File: src/rtl/btn_pkg.sv
// Shared definitions for the push-button conditioner: repeat FSM encoding,
// board-rate timing defaults and shortened constants for simulation.
package btn_pkg;

  typedef enum logic [1:0] {
    IDLE   = 2'd0,
    DELAY  = 2'd1,
    REPEAT = 2'd2
  } rep_state_t;

  // 100 MHz board timing: 10 ms debounce, 250 ms first repeat, 50 ms rate.
  localparam int DEF_DEBOUNCE_CYCLES = 1000000;
  localparam int DEF_REPEAT_DELAY    = 25000000;
  localparam int DEF_REPEAT_RATE     = 5000000;

  localparam int SIM_DEBOUNCE_CYCLES = 4;
  localparam int SIM_REPEAT_DELAY    = 6;
  localparam int SIM_REPEAT_RATE     = 3;

  function automatic int max_int(input int a, input int b);
    return (a > b) ? a : b;
  endfunction

endpackage

File: src/rtl/btn_channel.sv
// One button: 2-FF sync, counter debounce, press/release pulses, auto-repeat.
// btn_level/press/release move DEBOUNCE_CYCLES+2 edges after btn_in; all outputs registered.
module btn_channel
  import btn_pkg::*;
#(
  parameter int DEBOUNCE_CYCLES = DEF_DEBOUNCE_CYCLES,
  parameter int REPEAT_DELAY    = DEF_REPEAT_DELAY,
  parameter int REPEAT_RATE     = DEF_REPEAT_RATE
) (
  input  logic clk,
  input  logic rst,
  input  logic btn_in,
  input  logic repeat_en,
  output logic btn_level,
  output logic btn_press,
  output logic btn_release,
  output logic btn_act
);

  localparam int DW = $clog2(DEBOUNCE_CYCLES + 1);
  localparam int RW = $clog2(max_int(REPEAT_DELAY, REPEAT_RATE) + 1);
  localparam logic [DW-1:0] DB_LAST  = DW'(DEBOUNCE_CYCLES - 1);
  localparam logic [RW-1:0] RD_LAST  = RW'(REPEAT_DELAY - 1);
  localparam logic [RW-1:0] RR_LAST  = RW'(REPEAT_RATE - 1);

  logic          s1, s2;
  logic [DW-1:0] db_cnt;
  logic [RW-1:0] rep_cnt;
  rep_state_t    state;
  logic          change, rise, fall;

  // Level change accepted on this edge; drives the edge pulses and the FSM.
  assign change = (s2 != btn_level) && (db_cnt == DB_LAST);
  assign rise   = change & s2;
  assign fall   = change & ~s2;

  always_ff @(posedge clk) begin
    if (!rst) begin
      s1          <= 1'b0;
      s2          <= 1'b0;
      db_cnt      <= '0;
      btn_level   <= 1'b0;
      btn_press   <= 1'b0;
      btn_release <= 1'b0;
      btn_act     <= 1'b0;
      rep_cnt     <= '0;
      state       <= IDLE;
    end else begin
      s1 <= btn_in;
      s2 <= s1;

      if ((s2 == btn_level) || change) db_cnt <= '0;
      else                             db_cnt <= db_cnt + 1'b1;

      if (change) btn_level <= s2;
      btn_press   <= rise;
      btn_release <= fall;
      btn_act     <= rise;

      if (rise) begin
        state   <= DELAY;
        rep_cnt <= '0;
      end else if (fall) begin
        state   <= IDLE;
        rep_cnt <= '0;
      end else begin
        case (state)
          DELAY: begin
            if (!repeat_en || !btn_level) begin
              rep_cnt <= '0;
            end else if (rep_cnt == RD_LAST) begin
              btn_act <= 1'b1;
              rep_cnt <= '0;
              state   <= REPEAT;
            end else begin
              rep_cnt <= rep_cnt + 1'b1;
            end
          end
          REPEAT: begin
            if (!repeat_en || !btn_level) begin
              rep_cnt <= '0;
            end else if (rep_cnt == RR_LAST) begin
              btn_act <= 1'b1;
              rep_cnt <= '0;
            end else begin
              rep_cnt <= rep_cnt + 1'b1;
            end
          end
          default: begin
            rep_cnt <= '0;
            state   <= IDLE;
          end
        endcase
      end
    end
  end

endmodule

File: src/rtl/btn_conditioner.sv
// N_BTN independent button channels for the player controls.
// Outputs registered; level/press/release lag btn_in by DEBOUNCE_CYCLES+2 edges.
module btn_conditioner
  import btn_pkg::*;
#(
  parameter int N_BTN           = 4,
  parameter int DEBOUNCE_CYCLES = DEF_DEBOUNCE_CYCLES,
  parameter int REPEAT_DELAY    = DEF_REPEAT_DELAY,
  parameter int REPEAT_RATE     = DEF_REPEAT_RATE
) (
  input  logic             clk,
  input  logic             rst,
  input  logic [N_BTN-1:0] btn_in,
  input  logic [N_BTN-1:0] repeat_en,
  output logic [N_BTN-1:0] btn_level,
  output logic [N_BTN-1:0] btn_press,
  output logic [N_BTN-1:0] btn_release,
  output logic [N_BTN-1:0] btn_act
);

  for (genvar i = 0; i < N_BTN; i++) begin : g_ch
    btn_channel #(
      .DEBOUNCE_CYCLES(DEBOUNCE_CYCLES),
      .REPEAT_DELAY   (REPEAT_DELAY),
      .REPEAT_RATE    (REPEAT_RATE)
    ) u_ch (
      .clk        (clk),
      .rst        (rst),
      .btn_in     (btn_in[i]),
      .repeat_en  (repeat_en[i]),
      .btn_level  (btn_level[i]),
      .btn_press  (btn_press[i]),
      .btn_release(btn_release[i]),
      .btn_act    (btn_act[i])
    );
  end

endmodule

File: config.mk
export PLATFORM = sky130hd
export DESIGN_NAME = btn_conditioner
export DESIGN_NICKNAME = d
export VERILOG_FILES = /design/src/rtl/btn_pkg.sv /design/src/rtl/btn_channel.sv /design/src/rtl/btn_conditioner.sv
export SDC_FILE = /design/constraint.sdc
export NUM_CORES = 1
export LEC_CHECK = 0
export ABC_AREA = 1
export CAP_MARGIN = 40
export CORE_ASPECT_RATIO = 1.4
export CORE_MARGIN = 8
export CORE_UTILIZATION = 45
export CTS_CLUSTER_SIZE = 20
export DETAILED_ROUTE_END_ITERATION = 8
export HOLD_SLACK_MARGIN = 0.15
export SYNTH_ARGS = -nofsm -noshare
export SYNTH_HDL_FRONTEND = slang
export SYNTH_SLANG_ARGS = --single-unit
File: constraint.sdc
create_clock -name clk -period 2.1 [get_ports clk]
set_input_delay 0.21 -clock clk [delete_from_list [all_inputs] [get_ports clk]]
set_output_delay 0.21 -clock clk [all_outputs]
set_load 0.01 [all_outputs]
==> flow_summary.yaml, run 1 <==
power_and_ir_drop:
  power_frac_seq: 0.504
  p_int_uw: 6390
  power.total_uw: 8010
  clkPwrFrac: 0.487
  power.switching_uw: 1620
  switching_share: 0.202
  leakage_uw: 0.00433
  vdd_drop_max_mv: 0.594
  power_frac_comb: 0.009
  power.density_nw_per_um2: 655
cells_and_area:
  final_layout_size_suffix_gt1_frac: 0.0612
  area_growth_pct: 11.0
  fill_cells: 2471
  diodes: 0
  final_core_util: 0.503
  nets: 1644
timing:
  drv_slew: 0
  relSlewSlack: 0.687
  setup_violations: 0
  grt_setup_unrepaired: "no"
  fin_crit_sh: 0.902
  worstMarginPinSlew_ns: 0.465
  hold_viol: 0
  finalSetupTns_ns: 0
  skew_ns: 0.0106
  whs_ns: 0.228
  post-route-min-period_ns: 1.90
  max_freq_ghz: 0.528
place:
  gp_congestion: 0.893
  place.detailed.hpwl_um: 17800
  numPortBuffers: 25
clocking:
  clk_path_buf_depth: 3
  cts_tree: "done"
  clk_pin_slew_ns: 0.06
  cts_buffers: 22
  clock-sinks: 212
  postCtsHoldBufs: 0
  h-tree-depth: 1
  clk_latency_ns: 0.51
  cts-root-buf: "clkbuf_16"
route:
  dr.first_iter.drc_count: 399
  remaining_drc_errors: 0
  wl_per_cell_um: 12.0
  dr.pass1.iters: 7
  wirelength_um: 23400
  viasPerCell: 4.86
  vias: 9466
  antenna_left: 0
die:
  ios: 26
  rows: 68
  start_util: 0.453
  die_width_um: 148
  dieArea_sq_um: 29800
  dieHeight_um: 201
  core_sq_um: 24300
global_routing:
  grt.total_usage: 0.158
  antenna_found_initial: 0
  grt_pass1_vias: 9159
  gr-total-overflow: 0
  grt_pass1_wl_um: 40600
  grt_max_degree: 30
worst_setup_path:
  cp-end-kind: "register"
  cp.arrival_ns: 2.27
  path_class: "register to register"
  critical_path_peak_fanout: 22
  rrSetupSlack_ns: 0.20
  crit_required_ns: 2.48
  worstSetupStartpointType: "register"
synthesis:
  synth_area_sq_um: 11000
  synth_area_per_cell_sq_um: 6.91
  ys_seq_elements: 212
  synth_cell_type_count: 36
  ys_warn_count: 0
  ys_seq_area_frac: 0.385
  syn-instance-count: 1595
  syn-num-nets: 1621
min_path:
  hp-class: "input pin to register"
run:
  maxCapViolCount: 0
run_status:
  status: "completed"
[cells in the mapped netlist]
library cell  instances  area, sq um
a21oi_1              37          185
a31o_2                1         8.76
a31oi_1               3         18.8
buf_1                 1         3.75
buf_2                10         50.1
buf_4                17          128
buf_6                 8         90.1
dfxtp_1             212         4240
ha_1                 16          200
inv_1               201          754
inv_2                 4         15.0
nand2_1             337         1260
nand2_2               6         37.5
nand3_1              95          475
nand3_2               6         60.1
nand3_4               1         17.5
nand3b_1              8         60.1
nand3b_4              1         20.0
nand4_1              64          400
nand4_2               1         12.5
nor2_1              328         1230
nor2_2               13         81.3
nor2_4                6         67.6
nor3_1               61          305
nor3_2                6         60.1
nor3_4                2         32.5
nor3b_1              10         75.1
nor4_1                2         12.5
o211ai_2              1         12.5
o21ai_0              17         85.1
o21ai_1               1         5.00
o22ai_1               1         6.26
or2_0                 3         18.8
or2_2                10         62.6
xnor2_1              23          201
xor2_1               82          718
[cells in the final DEF (no fill, tap or decap), types with 2 or more instances in the layout]
cell type        instances
xor2_1                  82
xnor2_1                 23
or2_0                    3
buf_12                   3
nor4_1                   2
nand3_1                 95
bufinv_16                2
o21ai_0                 17
inv_2                    4
clkbuf_16               23
nand3b_1                 8
nand3_2                  6
ha_1                    16
a31oi_1                  3
clkbuf_8                 2
nand4_1                 64
nor3b_1                 10
clkinv_2                 5
buf_4                    7
or2_2                   10
clkdlybuf4s50_1         25
nor3_1                  61
nor2_1                 328
nand2_1                337
nor2_4                   6
a21oi_1                 37
nand2_2                  5
inv_1                  201
nor3_4                   2
nor3_2                   6
clkbuf_1                 8
dfxtp_1                212
nor2_2                  13
[final cells by class]
| cell class | count | area, sq um | share of cell area |
|---|---|---|---|
| clock buffer | 33 | 633 | 0.0518 |
| clock inverter | 7 | 85.1 | 0.00696 |
| inverter | 205 | 769 | 0.0629 |
| timing repair buffer | 35 | 363 | 0.0297 |
| multi-input combinational | 1142 | 5740 | 0.469 |
| tap | 315 | 394 | 0.0322 |
| sequential | 212 | 4240 | 0.347 |
[final timing paths]
path | cells after the start | start | endpoint
hold / removal | 3 | btn_in[2] | g_ch[2].u_ch.s1
hold reg to reg | 2 | g_ch[0].u_ch.s1 | g_ch[0].u_ch.s2
setup / recovery | 10 | g_ch[0].u_ch.rep_cnt[0] | g_ch[0].u_ch.rep_cnt[2]
setup reg to reg | 10 | g_ch[0].u_ch.rep_cnt[0] | g_ch[0].u_ch.rep_cnt[2]
[routing by layer]
metal	part of all wire	wire [um]	track usage
met1	0.44	10400	0.184
met2	0.50	11800	0.289
met3	0.030	713	0.0216
met4	0.026	599	0.0548
met5	0	0	0
[metrics by stage]
stage | cell area [sq um] | std cells | setup WS, ns
after global routing | 12200 | 1949 | 0.0112
after CTS | 12200 | 1949 | 0.158
after global placement | 11500 | 1909 | 0.205
after floorplan | 11000 | 1595 | 0.513
after detailed placement | 11500 | 1909 | 0.152
final | 12200 | 1949 | 0.205
[logic make-up after synthesis]
group | synth area share
AO/OA/AOI/OAI | 0.0292
XOR/XNOR | 0.0834
adder cells (fa/ha/maj) | 0.0182
buffers and inverters | 0.0944
flip-flops | 0.385
AND/OR/NAND/NOR | 0.390
[worst max-delay path, stage by stage, from the launching register on]
cell,delay [ns]
dfxtp_1,0.39
ha_1,0.23
nand2_1,0.08
nor2_2,0.16
nand3_1,0.14
nor2_1,0.11
nand2_1,0.05
nand2_1,0.07
nand2_1,0.08
nand2_2,0.36
nor2_1,0.09
[state kept, by name, indices dropped and copies added (netlist names)]
register / flops
g_ch.u_ch.btn_release: 4
g_ch.u_ch.btn_act: 4
g_ch.u_ch.db_cnt: 80
g_ch.u_ch.s1: 4
g_ch.u_ch.state: 8
g_ch.u_ch.s2: 4
g_ch.u_ch.btn_level: 4
g_ch.u_ch.rep_cnt: 100
g_ch.u_ch.btn_press: 4
[power by group through the flow]
stage / Clock [uW] / Combinational (uW) / Sequential [uW]
after detailed placement: 0 / 72.4 / 4130
final: 3900 / 70.7 / 4040
after CTS: 4040 / 72.3 / 4040
after global routing: 4200 / 79.0 / 4030
after global placement: 0 / 71.6 / 4130
after floorplan: 0 / 36.3 / 4130
[what timing repair did]
| item | 4_1_cts | 5_1_grt |
|---|---|---|
| setup endpoints to repair | 0 | 22 |
| setup buffers | 0 | 0 |
| gates resized for setup | 0 | 1 |
Power figures use the tool's default switching activity.
==> run 2: changes to the inputs <==
- clock period: 2.1 -> 1.57 ns (I/O delays scaled with it)
==> run 2 against run 1 <==
The flow now finishes with violations (negative setup slack). Clock power increased by 47%. Count of clock-buffer cells in the layout stayed put. Critical path type unchanged. Largest power group is now the clock network. Register-to-register slack got worse by 0.23 ns. Power up 40%. Largest cell class unchanged. Hold slack lost 0.057 ns. Critical path depth grew 1.
==> flow_summary.yaml, run 2 (same netlist as run 1, synthesis figures left out) <==
timing:
  post-route-min-period_ns: 1.60
  worstMarginPinSlew_ns: 0.397
  skew_ns: 0.00834
  drv_slew: 0
  setup_ws_ns: -0.0289
  relSlewSlack: 0.733
  max_freq_ghz: 0.625
  hold_viol: 0
  setup_violations: 10
  grt_setup_unrepaired: "yes"
  fin_crit_sh: 1.02
cells_and_area:
  layout_common_cells: "293 x nand2_1, 235 x nor2_1, 190 x inv_1, 162 x dfxtp_1, 142 x buf_4"
  final_common_cell: "nand2_1"
  area_growth_pct: 34.9
  reg_top3: "g_ch.u_ch.rep_cnt x100, g_ch.u_ch.db_cnt x80, g_ch.u_ch.state x8"
  diodes: 0
  final_layout_size_suffix_gt1_frac: 0.290
  nets: 1810
  largest_register_ffs: 100
  final_cell_count_no_fill: 2117
  regMostFlops: "g_ch.u_ch.rep_cnt"
global_routing:
  grt_pass1_wl_um: 45600
  gr-total-overflow: 0
  grt_pass1_vias: 10300
  grt.total_usage: 0.179
  antenna_found_initial: 0
  grt_max_degree: 21
clocking:
  clk_path_buf_depth: 3
  clock-sinks: 212
  cts-root-buf: "clkbuf_16"
  clk_pin_slew_ns: 0.06
  cts_tree: "done"
  clk_latency_ns: 0.52
  cts_buffers: 24
  h-tree-depth: 1
worst_setup_path:
  worstSetupStartpointType: "register"
  cp-end-kind: "register"
  path_class: "register to register"
  crit_required_ns: 1.98
  cp_cell_sequence: "ha_4 -> nand2_4 -> nor2_4 -> nand3_2 -> nor2_1 -> nand2_1 -> nand2_2 -> nand2_2 -> nand2_4 -> clkbuf_16 -> nor2_2"
  worst_r2r_path_depth: 11
  critical_path_peak_fanout: 5
  critical-path-max-stage-delay_ns: 0.35
  cp.arrival_ns: 2.00
  slowest_stage: "dfxtp_2"
route:
  wl_met2_um: 14700
  dr.first_iter.drc_count: 407
  dr.pass1.iters: 5
  drt-met1-wl_um: 11300
  top_layer: "met4"
  wl_per_cell_um: 13.2
  antenna_left: 0
  remaining_drc_errors: 0
  vias: 10500
  wirelength_um: 28000
  wl_met3_um: 934
  viasPerCell: 4.97
place:
  place.detailed.hpwl_um: 19100
  gp_congestion: 0.905
  pre_cts_ws_ns: -0.104
  numPortBuffers: 25
  place_inst: 2031
min_path:
  hp-class: "input pin to register"
  hold_depth: 3
run_status:
  status: "complete, but fails checks"
  violations: "negative setup slack"
die:
  dieHeight_um: 201
  ios: 26
  core_sq_um: 24300
  die_width_um: 148
  rows: 68
  dieArea_sq_um: 29800
  start_util: 0.453
power_and_ir_drop:
  leakage_uw: 0.00574
  vdd_drop_max_mv: 0.755
  power.density_nw_per_um2: 756
run:
  maxCapViolCount: 0
[run 2: cell types whose count changed in the layout (fill, tap and decap cells not counted), moves of 20 or more]
cell,change
nor2_1,-93
nor3_1,-20
nor2_2,+61
nand2_2,+31
buf_4,+135
nor2_4,+32
dfxtp_1,-50
nand2_1,-44
dfxtp_2,+48
[run 2: power by group]
group	switching [uW]	internal, uW	leakage, uW
Clock	2250	3460	0.000402
Sequential	9.78	5390	0.00173
Combinational	67.6	62.7	0.00360
Total	2330	8920	0.00574
[run 2: worst max-delay path: cells and delay by family, from the launching register on]
family                   cells  cell delay [ns]
buffers and inverters        1             0.18
adder cells (fa/ha/maj)      1             0.16
AND/OR/NAND/NOR              9             0.78
flip-flops                   1             0.35
[run 2: path summary, 6_finish.rpt]
kind	from	endpoint	slack, ns
worst max-delay path	g_ch[0].u_ch.rep_cnt[1]	g_ch[0].u_ch.rep_cnt[2]	-0.03
worst min-delay path	btn_in[2]	g_ch[2].u_ch.s1	0.17
worst max register to register	g_ch[0].u_ch.rep_cnt[1]	g_ch[0].u_ch.rep_cnt[2]	-0.03
worst min register to register	g_ch[2].u_ch.s1	g_ch[2].u_ch.s2	0.42
[run 2: layout make-up]
type / instances / area [sq um]
Clock inverter: 11 / 145
Multi-Input combinational cell: 1142 / 6730
Fill cell: 2249 / 9470
Tap cell: 315 / 394
Sequential cell: 212 / 4310
Inverter: 205 / 772
Timing Repair Buffer: 199 / 1850
Clock buffer: 33 / 664
[run 2: layer usage]
layer  up-vias  track usage
met5         -            0
met4         0       0.0731
met3        79       0.0245
met2       186        0.334
met1      4854        0.197
li1       5405            -
[run 2: per-stage QoR]
step | total power (uW) | util | instance area, sq um | TNS, ns | hold slack, ns
floorplan | 5570 | - | 11000 | 0 | 0.255
global placement | 5640 | 0.513 | 12500 | -0.796 | 0.396
detailed placement | 5640 | 0.513 | 12500 | -2.80 | 0.409
CTS | 11400 | 0.570 | 13900 | -0.647 | 0.152
global route | 11700 | 0.611 | 14900 | -5.83 | 0.175
finish | 11200 | 0.611 | 14900 | -0.189 | 0.171
[run 2: timing repair]
item | in CTS | in global routing
hold endpoints to repair | 1 | 0
buffers inserted | 23 | 17
endpoints found under the setup margin | 103 | 143
gates resized for setup | 98 | 267
gates cloned | 5 | 5
hold buffers | 1 | 0
pin swaps | 17 | 77
==> run 3: changes to the inputs <==
- GPL_TIMING_DRIVEN: default -> 0
==> run 3 against run 2 <==
The run still ends with negative setup slack left. Critical path type unchanged. Clock skew up 0.0056 ns. Critical endpoint is now g_ch[3].u_ch.rep_cnt[20]. Global-route usage fell by 0.37 points. Flip-flop and latch count unchanged. Combinational power rose by 8%. Power fell by 4.9%.
==> flow_summary.yaml, run 3 (same netlist as run 1, synthesis figures left out) <==
run_status:
  status: "complete, but fails checks"
  violations: "negative setup slack"
worst_setup_path:
  slowest_stage: "dfxtp_2"
  critical_path_peak_fanout: 4
  worstSetupStartpointType: "register"
  critPathTopFamily: "simple AND/OR/NAND/NOR gates"
  cp.arrival_ns: 2.04
  path_class: "register to register"
  critPathBufInv: 2
  critical-path-max-stage-delay_ns: 0.35
  crit_top_cell: "buf_4"
  crit_required_ns: 1.97
  cp_cell_sequence: "ha_4 -> nand2_4 -> nor2_4 -> buf_4 -> buf_4 -> nand4_1 -> nor2_2 -> nand2_1 -> xor2_1 -> nor2_1"
  rrSetupSlack_ns: -0.07
  cp-end-kind: "register"
clocking:
  h-tree-depth: 1
  cts_tree: "done"
  cts-root-buf: "clkbuf_16"
  clk_pin_slew_ns: 0.06
  clock-sinks: 212
  cts_buffers: 23
  clk_latency_ns: 0.51
  clk_path_buf_depth: 3
route:
  antenna_left: 0
  viasPerCell: 4.94
  dr.pass1.iters: 4
  remaining_drc_errors: 0
  dr.first_iter.drc_count: 435
  vias: 10100
  wl_per_cell_um: 13.0
  wirelength_um: 26700
cells_and_area:
  regMostFlops: "g_ch.u_ch.rep_cnt"
  final_core_util: 0.579
  area_growth_pct: 27.7
  layout_common_cells: "300 x nand2_1, 231 x nor2_1, 191 x inv_1, 162 x dfxtp_1, 87 x nor2_2"
  diodes: 0
  reg_top3: "g_ch.u_ch.rep_cnt x100, g_ch.u_ch.db_cnt x80, g_ch.u_ch.state x8"
  final_layout_size_suffix_gt1_frac: 0.254
  nets: 1748
  largest_register_ffs: 100
  final_common_cell: "nand2_1"
die:
  ios: 26
  dieHeight_um: 201
  core_sq_um: 24300
  dieArea_sq_um: 29800
  die_width_um: 148
  rows: 68
  start_util: 0.453
global_routing:
  antenna_found_initial: 0
  grt.total_usage: 0.175
  grt_pass1_vias: 9968
  grt_max_degree: 13
  grt_pass1_wl_um: 44700
  gr-total-overflow: 0
power_and_ir_drop:
  clkPwrFrac: 0.484
  vdd_drop_max_mv: 0.662
  leakage_uw: 0.00521
  p_int_uw: 8470
  power.density_nw_per_um2: 760
  power.switching_uw: 2230
  switching_share: 0.208
  power_frac_seq: 0.503
  power_frac_comb: 0.013
timing:
  relSlewSlack: 0.738
  skew_ns: 0.0140
  setup_ws_ns: -0.0671
  worstMarginPinSlew_ns: 0.389
  hold_viol: 0
  finalSetupTns_ns: -1.58
  grt_setup_unrepaired: "yes"
  max_freq_ghz: 0.611
  whs_ns: 0.181
  drv_slew: 0
  fin_crit_sh: 1.04
  post-route-min-period_ns: 1.64
  setup_violations: 81
place:
  place.detailed.hpwl_um: 18700
  numPortBuffers: 25
  gp_congestion: 0.872
run:
  maxCapViolCount: 0
min_path:
  hp-class: "input pin to register"
==> run 3: cell count changes in the layout (fill, tap and decap cells not counted), sizes merged <==
cell and delta:
buf -58, dlygate4sd2 +9, clkinv -5, dlymetal6s2s -5, clkdlybuf4s50 -4, bufinv -3, clkbuf +2
==> run 3: what timing repair did <==
action / in CTS / in global routing
hold buffers: 1 / 0
endpoints found under the setup margin: 210 / 198
gates cloned: 9 / 3
resized for setup: 151 / 222
hold endpoints to repair: 1 / 0
setup buffers: 36 / 30
pin swaps: 34 / 46
==> run 3: routing by layer <==
metal,GRT usage,wire length (um)
met1,0.205,11400
met3,0.0216,857
met5,0,0
met4,0.0501,633
met2,0.324,13900
==> run 3: path summary, 6_finish.rpt <==
path	start	endpoint	cells after the start
setup reg to reg	g_ch[3].u_ch.rep_cnt[1]	g_ch[3].u_ch.rep_cnt[20]	10
hold / removal	btn_in[1]	g_ch[1].u_ch.s1	3
hold reg to reg	g_ch[1].u_ch.s1	g_ch[1].u_ch.s2	2
setup / recovery	g_ch[3].u_ch.rep_cnt[1]	g_ch[3].u_ch.rep_cnt[20]	10
==> run 3: cell type report <==
type	count	area [sq um]
Fill cell	2327	10300
Multi-Input combinational cell	1142	6600
Sequential cell	212	4340
Timing Repair Buffer	102	931
Inverter	205	772
Clock buffer	38	702
Tap cell	315	394
Buffer	36	325
Clock inverter	3	18.8
==> run 3: power groups by stage <==
| stage | clock network [uW] | registers, uW | logic (uW) |
|---|---|---|---|
| floorplan | 0 | 5520 | 48.6 |
| global placement | 0 | 5520 | 96.0 |
| detailed placement | 0 | 5520 | 95.8 |
| CTS | 5340 | 5390 | 126 |
| global route | 5540 | 5380 | 155 |
| finish | 5180 | 5380 | 141 |
==> run 3: metrics by stage <==
stage | std cells | power, uW | cell area (sq um) | setup slack [ns]
5_1_grt | 2053 | 11100 | 14100 | -0.180
4_1_cts | 2022 | 10900 | 13200 | -0.0880
3_5_place_dp | 1935 | 5620 | 11700 | -0.541
2_1_floorplan | 1595 | 5570 | 11000 | 0.00110
6_report | 2053 | 10700 | 14100 | -0.0671
3_3_place_gp | 1935 | 5620 | 11700 | -0.565
==> run 3: tightest hold or removal path: stages <==
cell and delay, ns:
clkdlybuf4s50_1 0.40, nand2_1 0.06, inv_1 0.03
